**config.mk**
```make
export PLATFORM = sky130hd
export DESIGN_NAME = mc_datapath
export DESIGN_NICKNAME = d
export VERILOG_FILES = /design/src/rtl/mc_datapath.sv
export SDC_FILE = /design/constraint.sdc
export NUM_CORES = 1
export LEC_CHECK = 0
export BUFFER_PORTS_ARGS = -buffer_cell sky130_fd_sc_hd__buf_2
export CAP_MARGIN = 20
export CORE_MARGIN = 2
export CORE_UTILIZATION = 35
export DETAILED_ROUTE_END_ITERATION = 10
export PLACE_DENSITY = 0.55
export REMOVE_ABC_BUFFERS = 1
export SLEW_MARGIN = 20
export SYNTH_ARGS = -nofsm -noshare
export SYNTH_HDL_FRONTEND = slang
export SYNTH_SLANG_ARGS = --single-unit
```
**constraint.sdc**
```tcl
create_clock -name clk -period 6.1 [get_ports clk]
set_clock_uncertainty 0.1 [all_clocks]
set_input_delay 0.61 -clock clk [delete_from_list [all_inputs] [get_ports clk]]
set_output_delay 0.61 -clock clk [all_outputs]
set_load 0.005 [all_outputs]
```
**src/rtl/mc_datapath.sv**
```systemverilog
// mc_datapath: multi-cycle FETCH/DECODE/EXEC/MEM/WB datapath with a req/ack data-memory port.
// Define DATAPATH_TRAP_EN to halt on unrecognised opcodes; otherwise they retire as NOPs.
`ifndef OP_BR
`define OP_BR   5'd0
`define OP_ADD  5'd1
`define OP_LDW  5'd2
`define OP_STW  5'd3
`define OP_JSR  5'd4
`define OP_AND  5'd5
`define OP_JSRR 5'd6
`define OP_JMP  5'd12
`define OP_MOV  5'd13
`endif

module mc_datapath #(
    parameter int DATA_WIDTH = 16,
    parameter int REG_NUM    = 8,
    parameter int PC_WIDTH   = 16,
    parameter int DMEM_AW    = 8
) (
    input  logic                  clk,
    input  logic                  reset,
    input  logic                  lock,
    output logic [PC_WIDTH-3:0]   imem_addr,
    input  logic [31:0]           imem_data,
    output logic                  dmem_req,
    output logic                  dmem_we,
    output logic [DMEM_AW-1:0]    dmem_addr,
    output logic [DATA_WIDTH-1:0] dmem_wdata,
    input  logic [DATA_WIDTH-1:0] dmem_rdata,
    input  logic                  dmem_ack,
    output logic [PC_WIDTH-1:0]   pc,
    output logic [2:0]            cc,
    output logic [2:0]            state,
    output logic                  halted
);
    localparam int RW = $clog2(REG_NUM);
`ifdef DATAPATH_TRAP_EN
    localparam bit TRAP = 1'b1;
`else
    localparam bit TRAP = 1'b0;
`endif

    typedef enum logic [2:0] {FETCH = 3'd0, DECODE = 3'd1, EXEC = 3'd2, MEM = 3'd3, WB = 3'd4} state_t;

    state_t                st, st_nxt;
    logic [31:0]           ir;
    logic [DATA_WIDTH-1:0] regs [REG_NUM];
    logic [DATA_WIDTH-1:0] a, b, d, res, imm, opnd, alu;
    logic [DMEM_AW-1:0]    addr;
    logic [PC_WIDTH-1:0]   pc4, br_tgt;
    logic [4:0]            op;
    logic [RW-1:0]         wr_idx;
    logic                  is_alu, is_mem, known, taken, halt_r;
    logic                  unused_bits;

    assign op          = ir[31:27];
    assign imm         = DATA_WIDTH'($signed(ir[15:0]));
    assign opnd        = ir[24] ? imm : b;
    assign alu         = op == `OP_ADD ? a + opnd : op == `OP_AND ? a & opnd : opnd;
    assign is_alu      = op == `OP_ADD || op == `OP_AND || op == `OP_MOV;
    assign is_mem      = op == `OP_LDW || op == `OP_STW;
    assign known       = is_alu || is_mem || op == `OP_BR || op == `OP_JMP || op == `OP_JSR || op == `OP_JSRR;
    assign taken       = |(ir[26:24] & cc);
    assign pc4         = pc + PC_WIDTH'(4);
    assign br_tgt      = pc4 + PC_WIDTH'($signed({ir[15:0], 2'b00}));
    assign wr_idx      = ir[20 +: RW];
    assign unused_bits = ^{imem_data, ir};

    // Address/data outputs read as zero while reset is held, independent of the clock edge.
    assign state      = st;
    assign imem_addr  = reset ? '0 : pc[PC_WIDTH-1:2];
    assign dmem_req   = st == MEM;
    assign dmem_we    = st == MEM && op == `OP_STW;
    assign dmem_addr  = reset ? '0 : addr;
    assign dmem_wdata = reset ? '0 : d;
    assign halted     = TRAP && halt_r;

    always_ff @(posedge clk) begin
        if (reset) st <= FETCH;
        else st <= st_nxt;
    end

    always_comb begin
        st_nxt = st;
        if (lock)
            case (st)
                FETCH:   st_nxt = DECODE;
                DECODE:  st_nxt = EXEC;
                EXEC:    st_nxt = is_alu ? WB : is_mem ? MEM : (known || !TRAP) ? FETCH : EXEC;
                MEM:     st_nxt = !dmem_ack ? MEM : op == `OP_LDW ? WB : FETCH;
                default: st_nxt = FETCH;
            endcase
    end

    always_ff @(posedge clk) begin
        if (reset) begin
            pc     <= '0;
            cc     <= 3'b010;
            ir     <= '0;
            a      <= '0;
            b      <= '0;
            d      <= '0;
            res    <= '0;
            addr   <= '0;
            halt_r <= 1'b0;
            for (int i = 0; i < REG_NUM; i++) regs[i] <= '0;
        end else if (lock) begin
            case (st)
                DECODE: begin
                    ir <= imem_data;
                    a  <= regs[imem_data[16 +: RW]];
                    b  <= regs[imem_data[8 +: RW]];
                    d  <= regs[imem_data[20 +: RW]];
                end
                EXEC: begin
                    res  <= alu;
                    addr <= DMEM_AW'(a + imm);
                    if (op == `OP_BR) pc <= taken ? br_tgt : pc4;
                    if (op == `OP_JMP) pc <= PC_WIDTH'(a);
                    if (op == `OP_JSR || op == `OP_JSRR) begin
                        regs[REG_NUM-1] <= DATA_WIDTH'(pc4);
                        pc              <= op == `OP_JSR ? br_tgt : PC_WIDTH'(a);
                    end
                    // A trapped instruction keeps its PC so the fault address stays visible.
                    if (!known) begin
                        if (TRAP) halt_r <= 1'b1;
                        else pc <= pc4;
                    end
                end
                MEM: begin
                    if (dmem_ack) begin
                        res <= dmem_rdata;
                        if (op == `OP_STW) pc <= pc4;
                    end
                end
                WB: begin
                    regs[wr_idx] <= res;
                    cc           <= res[DATA_WIDTH-1] ? 3'b100 : res == '0 ? 3'b010 : 3'b001;
                    pc           <= pc4;
                end
                default: ;
            endcase
        end
    end
endmodule
```
==> results of run 1 <==
==> synthesized netlist by cell type (4+ instances only) <==
cell	instances	area, sq um
a2111oi_0	4	35.0
a211o_1	5	43.8
a211oi_1	61	458
a21o_1	17	128
a21oi_1	88	440
a22o_1	8	70.1
a22oi_1	5	37.5
a31oi_1	10	62.6
and2_1	112	701
and3_1	8	50.1
buf_1	9	33.8
buf_2	25	125
clkbuf_1	67	251
dfxtp_1	121	2420
edfxtp_1	128	3840
ha_1	42	526
inv_1	30	113
mux2_2	18	203
mux2i_1	65	651
mux4_2	96	2160
nand2_1	115	432
nand2b_1	10	62.6
nand3_1	20	100
nand4_1	12	75.1
nor2_1	108	405
nor2b_1	46	288
nor3_1	18	90.1
nor3b_1	5	37.5
nor4_1	6	37.5
o2111ai_1	4	35.0
o211ai_1	19	143
o21a_1	6	45.0
o21ai_0	58	290
or3_1	10	62.6
xnor2_1	19	166
xor2_1	17	149
==> flip-flops by register name (all words and copies together) (netlist names) <==
signal	count
regs	128
state	3
ir	27
b	16
cc	3
addr	8
d	16
res	16
pc	16
a	16
==> cell type report <==
type                       count  share of cell area (%)
timing repair buffer         138                    4.37
clock inverter                17                   0.893
inverter                      31                   0.664
tap                          585                    4.18
multi-input combinational   1074                    49.3
sequential                   249                    35.8
clock buffer                  39                    4.84
==> logic make-up after synthesis <==
group	Yosys count
compound gates	319
xor+xnor	36
fa+ha+maj	45
buf+inv	138
flops	249
mux	179
other cells	1
simple gates	494
==> routing by layer <==
metal,routed length [um],vias up
li1,-,5612
met1,21300,6001
met2,23100,438
met3,3050,95
met4,2050,0
met5,0,-
==> critical path: cells and delay by family, from the launching register on <==
kind                       cells  cell delay [ps]
AOI/OAI and AO/OA              2              450
xor gates and xnor gates       1              490
adders and majority gates      2              760
buffers and inverters          1               90
DFF                            1              620
muxes                          1               90
and+or+nand+nor                4             1180
==> cells in the final DEF, fill, tap and decap left out, types with 20 or more instances in the layout <==
cell type and count:
buf_2 110, nor2b_1 46, edfxtp_1 128, inv_1 30
ha_1 42, dfxtp_1 121, and2_1 112, mux4_2 96
nor2_1 104, nand2_1 115, a211oi_1 61, mux2i_1 65
clkbuf_16 32, a21oi_1 88, o21ai_0 52, buf_4 27
nand3_1 20
==> report_power, final <==
group / internal [mW] / switching [mW]
sequential: 1.82 / 0.0685
clock: 1.06 / 0.737
combinational: 0.213 / 0.284
total: 3.10 / 1.09
==> metrics by stage <==
stage,hold WS [ps],setup TNS (ps),power (mW),cell area [sq um]
floorplan,321,-300980,2.20,15000
global placement,343,0,2.41,16500
detailed placement,342,0,2.42,16500
CTS,156,0,4.22,17500
global route,174,0,4.33,17500
finish,177,0,4.19,17500
==> how the worst max path moves through the flow <==
stage	startpoint	endpoint	slack [ps]	cells past startpoint
6_report	pc[2]$_SDFFE_PP0P_	pc[15]$_SDFFE_PP0P_	2210	11
4_1_cts	pc[2]$_SDFFE_PP0P_	pc[15]$_SDFFE_PP0P_	2210	11
2_1_floorplan	lock	a[0]$_SDFFE_PP0P_	-4040	3
3_5_place_dp	pc[2]$_SDFFE_PP0P_	pc[15]$_SDFFE_PP0P_	2230	11
3_3_place_gp	pc[2]$_SDFFE_PP0P_	pc[15]$_SDFFE_PP0P_	2230	11
5_1_grt	pc[2]$_SDFFE_PP0P_	pc[15]$_SDFFE_PP0P_	2040	12
==> impl_metrics.toml, run 1 <==
[worst_setup_path]
critical-path-max-stage-delay_ps = 700
endpoint_kind = "flop"
r2r-start = "pc[2]$_SDFFE_PP0P_"
crit_arrival_ps = 4250
critPathKind = "flop to flop"
crit_required_ps = 6460
crit_chain = "ha_1 > nand4_1 > xor2_1 > inv_1 > ha_1 > and3_1 > a41oi_1 > or4b_2 > nand4_1 > mux2i_1 > a22o_1"
cp_max_fo = 12
start_kind = "flop"
worst_path_max_delay_cell = "or4b_2"
r2r_end = "pc[15]$_SDFFE_PP0P_"
r2r_slack_ps = 2210
reg2regPathDepth = 11

[logic_synthesis]
synth_edf_count = 128
synth_top_flop_cell = "edfxtp_1"
synth-simple-area-share_pct = 16.8
synth_compound_area_share_pct = 13.6
synth_seq_cells = 249
synth_seq_area_share_pct = 40.6
synth_cell_types = 83
muxShareOfSynthArea_pct = 19.5
synthAdderAreaFrac_pct = 3.79
syn-cell-area_sq_um = 15400
synth_xor_area_share_pct = 2.04
async_flop_share_pct = 0
syn_inst = 1461
yosysWarnings = 0
synth_top_family_by_area = "multiplexers"
syn_avg_cell_area_sq_um = 10.6

[sta]
fmax_ghz = 0.257
final.min_clock_period_ps = 3890
setup_viol = 0
fin_ws_ps = 2210
drv_slew = 0
rsz0062_at_grt = "false"
worstMarginPinSlew_ps = 1060
relSlewSlack_pct = 29.5
hold_viol_final = 0
fin_crit_sh_pct = 63.7

[floorplanning]
die_h_um = 214
io-pin-count = 115
start_util_pct = 35.6
row_count = 76
core_sq_um = 43400
die_w_um = 214
die_area_sq_um = 45800

[job]
maxCapViolations = 0

[routing]
first_pass_iters = 5
num_vias = 12100
viasPerCell = 5.69
post_drt_wl_per_cell_um = 23.2
drc = 0
drtAntennaViolNets = 0
wl_um = 49400
drtIter0Drc = 976

[place]
numPortBuffers = 111
place_inst = 2077
dp_slack_ps = 2230
hpwl_um = 34000
place_congestion = 0.921

[final_layout]
seqCellArea_sq_um = 6270
instances_no_fill = 2133
syn_to_final_growth_pct = 13.4
nets = 1621
multi_input_area_sq_um = 8630
n_fill_cell = 4258
finish.utilization_pct = 40.4
drive_gt1_share_pct = 21.1
num_antenna_cells = 0

[clocking]
clock_path_buffers = 3
path_clk_slew_ps = 60
cts_hold_buf = 0
cts.sinks = 249
cts-resized-gates = 0
numCtsBuffers = 30
post_cts_buffers = 0
root_buffer = "clkbuf_16"
cts_max_level = 1
clk_latency_ps = 570
cts_tree = "done"

[global_routing]
grt_use_total_pct = 21.1
grt_pass1_vias = 11900
grt_pass1_wl_um = 74200
antenna_found_initial = 1
gr-max-usage-layer = "met2"
met2_usage_pct = 34.6
overflow = 0
grt_max_degree = 73
use_met1_pct = 28.0
grtUsageMet3_pct = 3.49

[status]
status = "complete, no violations"

[power_and_ir_drop]
power.density_nw_per_um2 = 239
max-vdd-ir-drop_v = 0.000219
power.leakage_nw = 6.78

[worst_hold_path]
hold_class = "input port to flop"
hold_end = "ir[26]$_SDFFE_PP0P_"
hp-start = "imem_data[26]"
hold_depth = 3
No activity file was read; power rests on OpenSTA's default activity.
==> run 2, diff against run 1 <==
--- a/config.mk
+++ b/config.mk
@@ -10,7 +10,7 @@
 export CORE_MARGIN = 2
 export CORE_UTILIZATION = 35
 export DETAILED_ROUTE_END_ITERATION = 10
-export PLACE_DENSITY = 0.55
+export PLACE_DENSITY = 0.57
 export REMOVE_ABC_BUFFERS = 1
 export SLEW_MARGIN = 20
 export SYNTH_ARGS = -nofsm -noshare
==> constraint.sdc (replaced) <==
create_clock -name clk -period 3.3 [get_ports clk]
set_clock_uncertainty 0.1 [all_clocks]
set_input_delay 0.33 -clock clk [delete_from_list [all_inputs] [get_ports clk]]
set_output_delay 0.33 -clock clk [all_outputs]
set_load 0.005 [all_outputs]
==> impl_metrics.toml, run 2 (same netlist as run 1, synthesis figures left out) <==
[status]
status = "complete, no violations"

[sta]
fmax_ghz = 0.314
final.min_clock_period_ps = 3180
worstMarginPinSlew_ps = 900
fin_ws_ps = 118
fin_crit_sh_pct = 96.4
relSlewSlack_pct = 40.0
hold_viol_final = 0
setup_viol = 0
drv_slew = 0
fin_tns_setup_ps = 0

[worst_setup_path]
r2r_end = "pc[15]$_SDFFE_PP0P_"
crit_arrival_ps = 3550
critPathKind = "flop to flop"
crit_required_ps = 3660
r2r-start = "pc[6]$_SDFFE_PP0P_"
r2r_slack_ps = 120
endpoint_kind = "flop"
start_kind = "flop"
cp_max_fo = 5
reg2regPathDepth = 13

[clocking]
cts_tree = "done"
cts_max_level = 1
clock_path_buffers = 3
root_buffer = "clkbuf_16"
path_clk_slew_ps = 60
cts.sinks = 249
numCtsBuffers = 30
clk_latency_ps = 570

[floorplanning]
io-pin-count = 115
start_util_pct = 35.6
die_w_um = 214
die_area_sq_um = 45800
die_h_um = 214
row_count = 76
core_sq_um = 43400

[global_routing]
grt_pass1_vias = 12500
grt_pass1_wl_um = 77200
grt_max_degree = 119
antenna_found_initial = 0
overflow = 0
grt_use_total_pct = 21.9

[final_layout]
drive_gt1_share_pct = 23.8
final_common_cell = "edfxtp_1"
regMostFlops = "regs"
syn_to_final_growth_pct = 18.7
largest_registers = "regs x128, ir x27"
nets = 1706
num_antenna_cells = 0
n_fill_cell = 4227
mostFrequentLayoutCells = "edfxtp_1, dfxtp_1, nand2_1, and2_1, buf_2"
largest_reg_flops = 128

[routing]
post_drt_wl_per_cell_um = 22.9
drtIter0Drc = 1133
drtAntennaViolNets = 0
viasPerCell = 5.61
wl_um = 50700
drc = 0
num_vias = 12500
first_pass_iters = 4

[worst_hold_path]
hold_class = "input port to flop"
hp-start = "dmem_rdata[1]"
hold_end = "res[1]$_SDFFE_PP0P_"
hold_depth = 3

[power_and_ir_drop]
power.leakage_nw = 7.22
max-vdd-ir-drop_v = 0.000362
power.density_nw_per_um2 = 434

[place]
dp_slack_ps = 179
place_congestion = 0.932
hpwl_um = 35800
numPortBuffers = 111

[job]
maxCapViolations = 0
-- run 2: cell types whose count changed in the layout (fill, tap and decap cells not counted), sizes merged --
cell	change
buf	+61
dlygate4sd3	+24
clkbuf	+7
clkinv	-7
bufinv	+1
clkinvlp	-1
-- run 2: per-layer routing --
layer	GRT usage, %	wire, um	up-vias
met5	0	0	-
li1	-	-	5774
met2	36.4	24200	441
met3	3.93	3170	78
met4	6.27	1370	0
met1	29.2	22000	6157
-- run 2: report_power, final --
part	internal (mW)	switching, mW	total, mW
Sequential	3.36	0.121	3.48
Clock	2.13	1.36	3.49
Combinational	0.439	0.543	0.982
-- run 2: final cells by class --
type / instances / area, sq um / area share (%)
clock inverters: 10 / 134 / 0.730
inverters: 31 / 116 / 0.635
flip-flops and latches: 249 / 6270 / 34.2
well taps: 585 / 732 / 3.99
clock buffers: 46 / 912 / 4.98
multi-input cells: 1074 / 8660 / 47.2
repair buffers: 223 / 1510 / 8.25
-- run 2: repair_timing --
action / CTS / global route
resized for setup: 0 / 7
endpoints found under the setup margin: 0 / 6
hold endpoints to repair: 28 / 0
setup buffers: 0 / 1
hold buffers: 24 / 0
-- run 2: worst max-delay path by stage --
stage	endpoint	slack, ps	cells after the start	from
floorplan	a[0]$_SDFFE_PP0P_	-6780	3	state[0]$_SDFFE_PP0P_
global placement	pc[15]$_SDFFE_PP0P_	180	11	pc[2]$_SDFFE_PP0P_
detailed placement	pc[15]$_SDFFE_PP0P_	180	11	pc[2]$_SDFFE_PP0P_
CTS	pc[12]$_SDFFE_PP0P_	140	11	pc[2]$_SDFFE_PP0P_
global route	pc[15]$_SDFFE_PP0P_	-9	13	pc[6]$_SDFFE_PP0P_
finish	pc[15]$_SDFFE_PP0P_	120	13	pc[6]$_SDFFE_PP0P_
-- run 2: worst max-delay path: stages (launching register included) --
cell,delay [ps]
dfxtp_1,360
and4_4,240
buf_4,130
nand4_1,150
xor2_2,210
inv_1,60
ha_1,330
and3_4,210
a221o_1,150
a41oi_2,60
or4b_2,670
nand4_1,120
mux2i_1,80
a22o_1,210
-- run 2: per-stage QoR --
stage | power (mW) | std cells | hold WS, ps | cell area [sq um] | utilization, %
4_1_cts | 8.01 | 2217 | 4.62 | 18300 | 42.2
5_1_grt | 8.25 | 2218 | 27.8 | 18300 | 42.3
3_3_place_gp | 4.48 | 2137 | 343 | 17000 | 39.2
6_report | 7.95 | 2218 | 22.4 | 18300 | 42.3
3_5_place_dp | 4.50 | 2137 | 350 | 17000 | 39.2
2_1_floorplan | 4.07 | 1354 | 299 | 15000 | -
